<file path="config.mk">
export PLATFORM = sky130hd
export DESIGN_NAME = systolic_skew_feeder
export DESIGN_NICKNAME = d
export VERILOG_FILES = /design/src/rtl/systolic_pkg.sv /design/src/rtl/VX_shift_register.sv /design/src/rtl/systolic_skew_feeder.sv
export SDC_FILE = /design/constraint.sdc
export NUM_CORES = 1
export LEC_CHECK = 0
export CAP_MARGIN = 15
export CORE_MARGIN = 3
export CORE_UTILIZATION = 44
export DETAILED_ROUTE_END_ITERATION = 10
export GPL_ROUTABILITY_DRIVEN = 0
export PLACE_DENSITY = 0.87
export SETUP_SLACK_MARGIN = 0.3
export SKIP_CTS_REPAIR_TIMING = 1
export SKIP_LAST_GASP = 1
export SLEW_MARGIN = 15
export SYNTH_ARGS = -nofsm -noshare
export SYNTH_HDL_FRONTEND = slang
export SYNTH_SLANG_ARGS = --single-unit
</file>
<file path="constraint.sdc">
create_clock -name clk -period 2 [get_ports clk]
set_input_delay 0.4 -clock clk [delete_from_list [all_inputs] [get_ports clk]]
set_output_delay 0.4 -clock clk [all_outputs]
set_load 0.02 [all_outputs]
</file>
<file path="src/rtl/systolic_pkg.sv">
// Shared types and defaults for the systolic array input feeder.
package systolic_pkg;

    localparam int unsigned DEF_LANES = 4;
    localparam int unsigned DEF_DATAW = 8;

    typedef enum logic [1:0] {
        IDLE,
        STREAM,
        DRAIN
    } feeder_state_e;

    function automatic int unsigned cnt_width(input int unsigned lanes);
        return (lanes > 1) ? $clog2(lanes) : 1;
    endfunction

endpackage

</file>
<file path="src/rtl/VX_shift_register.sv">
// Enabled delay line of DEPTH stages; only the top RESETW bits of each stage are reset.
module VX_shift_register #(
    parameter int unsigned DATAW  = 1,
    parameter int unsigned RESETW = 1,
    parameter int unsigned DEPTH  = 1
) (
    input  logic             clk,
    input  logic             reset,
    input  logic             enable,
    input  logic [DATAW-1:0] data_in,
    output logic [DATAW-1:0] data_out
);

    for (genvar g = 0; g < DEPTH; g++) begin : g_stage
        logic [DATAW-1:0] q;
        logic [DATAW-1:0] d;

        if (g == 0) begin : g_first
            assign d = data_in;
        end else begin : g_next
            assign d = g_stage[g-1].q;
        end

        always_ff @(posedge clk) begin
            if (reset) begin
                q[DATAW-1 -: RESETW] <= '0;
            end else if (enable) begin
                q <= d;
            end
        end
    end

    assign data_out = g_stage[DEPTH-1].q;

endmodule

</file>
<file path="src/rtl/systolic_skew_feeder.sv">
// Re-times LANES-wide rows into a diagonal wavefront (lane i delayed i cycles) and
// drains the skew after the last row of a tile before pulsing tile_done.
module systolic_skew_feeder
    import systolic_pkg::*;
#(
    parameter int unsigned LANES = DEF_LANES,
    parameter int unsigned DATAW = DEF_DATAW
) (
    input  logic                   clk,
    input  logic                   reset,
    input  logic                   in_valid,
    input  logic [LANES*DATAW-1:0] in_data,
    input  logic                   in_last,
    output logic                   in_ready,
    input  logic                   array_stall,
    output logic                   out_enable,
    output logic [LANES*DATAW-1:0] out_data,
    output logic [LANES-1:0]       out_valid,
    output logic                   tile_done,
    output logic                   busy
);

    localparam int unsigned     CNTW     = cnt_width(LANES);
    localparam logic [CNTW-1:0] CNT_LAST = CNTW'((LANES > 1) ? LANES - 2 : 0);

    feeder_state_e          state, state_next;
    logic [CNTW-1:0]        drain_cnt, drain_cnt_next;
    logic                   done_reg, done_next;
    logic                   enable;
    logic                   fire;
    logic [LANES*DATAW-1:0] row_gated;
    logic [LANES-1:0]       stage_valid;
    logic [LANES*DATAW-1:0] stage_data;
    logic [LANES*DATAW-1:0] lane_out;

    assign enable     = ~array_stall;
    assign in_ready   = ~reset & enable & (state != DRAIN);
    assign fire       = in_valid & in_ready;
    assign out_enable = enable;
    assign busy       = (state != IDLE);
    // done_reg holds through a stall, so the pulse lands on the first released cycle
    assign tile_done  = done_reg & enable;
    assign row_gated  = fire ? in_data : '0;

    always_comb begin
        state_next     = state;
        drain_cnt_next = drain_cnt;
        done_next      = 1'b0;
        unique case (state)
            IDLE, STREAM: begin
                if (fire) begin
                    if (!in_last) begin
                        state_next = STREAM;
                    end else if (LANES > 1) begin
                        state_next = DRAIN;
                    end else begin
                        state_next = IDLE;
                        done_next  = 1'b1;
                    end
                end
            end
            DRAIN: begin
                if (drain_cnt == CNT_LAST) begin
                    state_next     = IDLE;
                    drain_cnt_next = '0;
                    done_next      = 1'b1;
                end else begin
                    drain_cnt_next = drain_cnt + 1'b1;
                end
            end
            default: state_next = IDLE;
        endcase
    end

    always_ff @(posedge clk) begin
        if (reset) begin
            state     <= IDLE;
            drain_cnt <= '0;
            done_reg  <= 1'b0;
        end else if (enable) begin
            state     <= state_next;
            drain_cnt <= drain_cnt_next;
            done_reg  <= done_next;
        end
    end

    for (genvar i = 0; i < LANES; i++) begin : g_lane
        if (i == 0) begin : g_direct
            assign stage_valid[0]       = fire;
            assign stage_data[0 +: DATAW] = row_gated[0 +: DATAW];
        end else begin : g_skew
            logic [DATAW:0] sr_out;

            VX_shift_register #(
                .DATAW  (DATAW + 1),
                .RESETW (1),
                .DEPTH  (i)
            ) u_delay (
                .clk      (clk),
                .reset    (reset),
                .enable   (enable),
                .data_in  ({fire, row_gated[i*DATAW +: DATAW]}),
                .data_out (sr_out)
            );

            assign stage_valid[i]             = sr_out[DATAW];
            assign stage_data[i*DATAW +: DATAW] = sr_out[DATAW-1:0];
        end
        // delay-line data bits are not reset, so gate them with their valid
        assign lane_out[i*DATAW +: DATAW] = {DATAW{stage_valid[i]}} & stage_data[i*DATAW +: DATAW];
    end

    always_ff @(posedge clk) begin
        if (reset) begin
            out_valid <= '0;
            out_data  <= '0;
        end else if (enable) begin
            out_valid <= stage_valid;
            out_data  <= lane_out;
        end
    end

endmodule
</file>
==> metrics.csv, run 1 <==
stage,metric,value,unit
floorplan,fp.dieArea,8150,µm²
power,max-vdd-ir-drop,0.5602,mV
sta,rsz0062_at_grt,yes,
synth,synthXorXnorAreaFrac,0,%
worst_hold_path,hold_path.class,in2reg,
place,place_ws,0.2629,ns
drt,wl_met2,3042,µm
synth,synth-simple-area-share,13.53,%
run_status,status,"finished, final reports clean",
drt,drc,0,
sta,fin_ws,0.3299,ns
synth,synth_edf_count,48,
grt,antenna_found_initial,0,
floorplan,die_x,90.28,µm
synth,ys_seq_area_share,72.38,%
synth,synth_most_common_cell,edfxtp_1,
floorplan,rows,30,
synth,ys.flop_type,edfxtp_1,
synth,synth_fp_nets,276,
power,p_int,2.552,mW
power,swShare,22.64,%
synth,synth_top_family_by_area,simple AND/OR/NAND/NOR gates,
power,fin_total_pwr,3.299,mW
sta,setup_viol,0,
worst_setup_path,critPathMaxFanout,6,
floorplan,die_y,90.28,µm
synth,syn-instance-count,239,
synth,syn_area,3125,µm²
power,p_sw,0.7468,mW
layout,largest_reg_flops,32,
place,dp_hpwl,3938,µm
floorplan,start_util,45.75,%
floorplan,coreArea,6832,µm²
layout,antenna_cells,0,
synth,ys_async_sr_fraction,0,%
drt,vias,2036,
synth,syn_area_per_cell,13.08,µm²
drt,wl_per_cell,14.50,µm
drt,wl_met3,364,µm
synth,yosys.cell_types.count,28,
power,power_frac_comb,7.0,%
worst_setup_path,cp.required,1.60,ns
layout,drive_gt1_share,9.091,%
synth,synth_area_leaders,"edfxtp_1, dfxtp_1, a22oi_1, and2_1, nor2_1",
clock_network,cts-htree-levels,3,
worst_setup_path,crit_path_start_kind,flop,
drt,wl,6019,µm
clock_network,clock_sinks,89,
drt,met1_length,2508,µm
power,p_leak,2.117,nW
synth,synth-compound-area-share,10.09,%
drt,drt-pass1-iter-count,4,
grt,grt.total_usage,15.24,%
sta,drv_slew,0,
synth,synth_fa_ha_area_share,0,%
place,postPlaceCellArea,3955,µm²
grt,grt_max_degree,50,
grt,grt_pass1_vias,1919,
clock_network,cts_tree,yes,
drt,drt-initial-drc-count,99,
clock_network,clkTransAtPathRegs,0.08,ns
sta,period_needed,1.670,ns
power,p_per_area,781.3,nW/µm²
drt,highest_layer,met4,
power,pwr-share-seq,60.6,%
grt,grt-ovfl-total,0,
clock_network,insertion_delay,0.35,ns
worst_setup_path,critPathArrivalTime,1.27,ns
clock_network,cts_buffer_depth,2,
sta,max_freq,598.8,MHz
clock_network,cts_root_buf,clkbuf_8,
synth,synth_top_area_share,46.12,%
grt,grt_pass1_wl,9694,µm
layout,top_register,out_data,
run,maxCapViolCount,0,
sta,holdWs,0.4070,ns
power,p_clk_share,32.3,%
place,io_buffer_count,76,
synth,yosys.area.top_type,edfxtp_1,
sta,tightest_slew,0.4674,ns
synth,synth_mux_area_share,0,%
sta,slew_headroom,68.84,%
layout,syn2layout_area_growth,35.11,%
layout,fin_util,61.81,%
worst_setup_path,end_kind,output port,
drt,antenna_left,0,
sta,fin_skew,0.01177,ns
drt,vias_per_cell,4.906,
clock_network,cts_buffers,9,
sta,final.period_utilization,83.51,%
layout,fin_area,4223,µm²
floorplan,io_pins,77,
synth,ys_ff_latch,89,
sta,hold_viol,0,
synth,ys_warn_count,0,
worst_setup_path,crit_type,reg2out,
synth,synth_commonest_cells,"edfxtp_1, dfxtp_1, nor2_1",
layout,nets,351,
## cell type report
| cell class | count | area (µm²) |
|---|---|---|
| multi-input cells | 126 | 740.7 |
| clock buffers | 10 | 127.6 |
| flip-flops and latches | 89 | 2262 |
| well taps | 96 | 120.1 |
| fillers | 547 | 2609 |
| clock inverters | 6 | 40.04 |
| inverters | 5 | 18.77 |
| repair buffers | 83 | 913.4 |
## layer usage
layer / up-vias / track usage, %
li1: 991 / -
met1: 968 / 19.06
met2: 68 / 24.08
met3: 9 / 4.750
met4: 0 / 7.398
met5: - / 0
## worst max-delay path: stages (launching register included)
cell	delay [ns]
dfxtp_1	0.38
nor2b_2	0.19
nor3_1	0.12
dlymetal6s2s_1	0.25
## power groups by stage
stage / combinational, mW / clock (mW) / sequential [mW]
after global placement: 0.230 / 0 / 2.04
after floorplan: 0.108 / 0 / 2.05
final: 0.232 / 1.07 / 2.00
after detailed placement: 0.238 / 0 / 2.04
after global routing: 0.253 / 1.19 / 2.01
after CTS: 0.238 / 1.10 / 2.00
## final timing paths
path / start / endpoint / slack, ns / cells after the start
setup / recovery: state[1] / in_ready / 0.33 / 3
hold / removal: array_stall / drain_cnt[1] / 0.41 / 4
setup reg to reg: state[0] / g_lane[2].g_skew.u_delay.g_stage[0].q[7] / 0.70 / 3
hold reg to reg: g_lane[3].g_skew.u_delay.g_stage[0].q[4] / g_lane[3].g_skew.u_delay.g_stage[1].q[4] / 0.42 / 0
## logic make-up after synthesis
family                 count (synthesis)
AO/OA/AOI/OAI                         44
buffers and inverters                 24
flip-flops                            89
AND/OR/NAND/NOR                       82
## placed cells by master, fill, tap and decap left out, drive strengths merged, types with 2 or more instances in the layout
master,instances
clkbuf,10
nand2,15
nor2b,5
a21oi,8
o21ai,2
nor2,28
a22oi,24
nand2b,2
clkdlybuf4s50,35
buf,9
clkinv,3
edfxtp,48
and2,24
o2bb2ai,8
inv,7
dlymetal6s2s,39
dfxtp,41
nand3,2
## metrics by stage
stage                     instances  setup TNS, ns
final                           415              0
after global routing            415              0
after CTS                       415       -0.07459
after detailed placement        399              0
after global placement          399              0
after floorplan                 239        -0.7884
Power figures use the tool's default switching activity.
==> run 2, diff against run 1 <==
Settings changed: CORE_UTILIZATION 44 to 45, PLACE_DENSITY 0.87 to 0.86.
Clock period 2 ns to 1.6 ns, I/O delays scaled along.
==> metrics.csv, run 2 (synthesis gave the netlist of run 1 again) <==
stage,metric,value,unit
power,swShare,22.10,%
power,p_per_area,986.2,nW/µm²
floorplan,coreArea,6531,µm²
worst_setup_path,cp.required,1.28,ns
clock_network,cts_tree,yes,
drt,antenna_left,0,
worst_hold_path,hold_path.class,in2reg,
floorplan,io_pins,77,
power,pwr-share-seq,61.0,%
drt,wl,6204,µm
drt,vias_per_cell,5.147,
layout,antenna_cells,0,
sta,hold_viol,0,
floorplan,start_util,47.85,%
worst_setup_path,crit_path_start_kind,flop,
place,dp_hpwl,3959,µm
layout,nets,356,
clock_network,clock_sinks,89,
sta,max_freq,671.5,MHz
power,p_leak,1.909,nW
grt,antenna_found_initial,0,
power,power_frac_comb,7.6,%
drt,drt-pass1-iter-count,4,
place,io_buffer_count,76,
layout,drive_gt1_share,15.12,%
worst_setup_path,crit_type,reg2out,
sta,rsz0062_at_grt,yes,
run,maxCapViolCount,0,
drt,drt-initial-drc-count,77,
clock_network,clkTransAtPathRegs,0.08,ns
power,p_sw,0.9047,mW
clock_network,cts-htree-levels,3,
power,max-vdd-ir-drop,0.6312,mV
sta,slew_headroom,71.37,%
power,p_clk_share,31.3,%
layout,largest_reg_flops,32,
clock_network,cts_root_buf,clkbuf_8,
sta,drv_slew,0,
sta,period_needed,1.489,ns
floorplan,die_x,89.34,µm
sta,tightest_slew,0.4295,ns
sta,holdWs,0.3253,ns
floorplan,fp.dieArea,7982,µm²
layout,layout_common_cells,"edfxtp_1, dfxtp_1, clkdlybuf4s50_1",
worst_setup_path,critPathMaxFanout,3,
sta,fin_ws,0.1109,ns
sta,final.period_utilization,93.07,%
power,p_int,3.188,mW
drt,wl_per_cell,15.47,µm
grt,grt_max_degree,50,
drt,drc,0,
worst_setup_path,end_kind,output port,
grt,grt_pass1_vias,1947,
clock_network,cts_buffers,9,
grt,grt_pass1_wl,9280,µm
layout,syn2layout_area_growth,32.79,%
worst_setup_path,critPathArrivalTime,1.17,ns
run_status,status,"finished, final reports clean",
sta,setup_viol,0,
clock_network,cts_buffer_depth,2,
drt,vias,2064,
floorplan,die_y,89.34,µm
place,place_ws,0.0004188,ns
grt,grt-ovfl-total,0,
grt,grt.total_usage,15.74,%
layout,layout_commonest_cell,edfxtp_1,
floorplan,rows,29,
layout,top_register,out_data,
clock_network,insertion_delay,0.34,ns
sta,fin_skew,0.007296,ns
[run 2: cell count changes in the layout (fill, tap and decap cells not counted), sizes merged]
cell,change
clkinv,+2
inv,-2
clkdlybuf4s50,-1
buf,+6
and3,+1
clkbuf,+12
dlymetal6s2s,-13
[run 2: power by group through the flow]
stage	logic [mW]	clock network [mW]	registers, mW
final	0.313	1.28	2.50
after global placement	0.302	0	2.55
after detailed placement	0.309	0	2.55
after global routing	0.342	1.43	2.51
after floorplan	0.135	0	2.56
after CTS	0.311	1.32	2.50
[run 2: worst paths after layout]
kind	start	to	slack, ns	cells after the start
max	state[1]	in_ready	0.11	3
min	array_stall	drain_cnt[1]	0.33	4
max reg2reg	state[1]	g_lane[2].g_skew.u_delay.g_stage[0].q[1]	0.39	4
min reg2reg	g_lane[3].g_skew.u_delay.g_stage[1].q[3]	g_lane[3].g_skew.u_delay.data_out[3]	0.42	0
[run 2: worst max-delay path: stages (launching register included)]
cell and delay [ns]:
dfxtp_2 0.33, nor2b_1 0.14, nor3_1 0.12, dlymetal6s2s_1 0.25
[run 2: area by class of cell]
cell class              instances  area (µm²)
multi-input cells             127       754.5
fillers                       488        2381
inverters                       5       18.77
clock buffers                  10       127.6
repair buffers                 87       849.6
clock inverters                 6       35.03
well taps                      77       96.34
flip-flops and latches         89        2268
[run 2: through the flow]
stage          TNS, ns  utilization, %  std cells  total power [mW]  instance area (µm²)
3_5_place_dp         0           60.65        384             2.860                 3961
2_1_floorplan   -10.46               -        239             2.697                 3157
5_1_grt              0           63.54        401             4.273                 4150
6_report             0           63.54        401             4.093                 4150
4_1_cts         -2.186           63.14        400             4.132                 4124
3_3_place_gp         0           60.65        384             2.847                 3961
[run 2: per-layer routing]
metal	up-vias	GRT usage (%)	share of wire (%)
li1	1006	-	-
met1	991	18.27	41
met2	61	26.86	52
met3	6	3.963	6.0
met4	0	8.119	0.98
met5	-	0	0
==> run 3, diff against run 2 <==
Settings changed: CTS_CLUSTER_DIAMETER set to 150.
==> results of run 3 <==
Same layout as run 2: the final DEF is identical, and so are final timing and power.
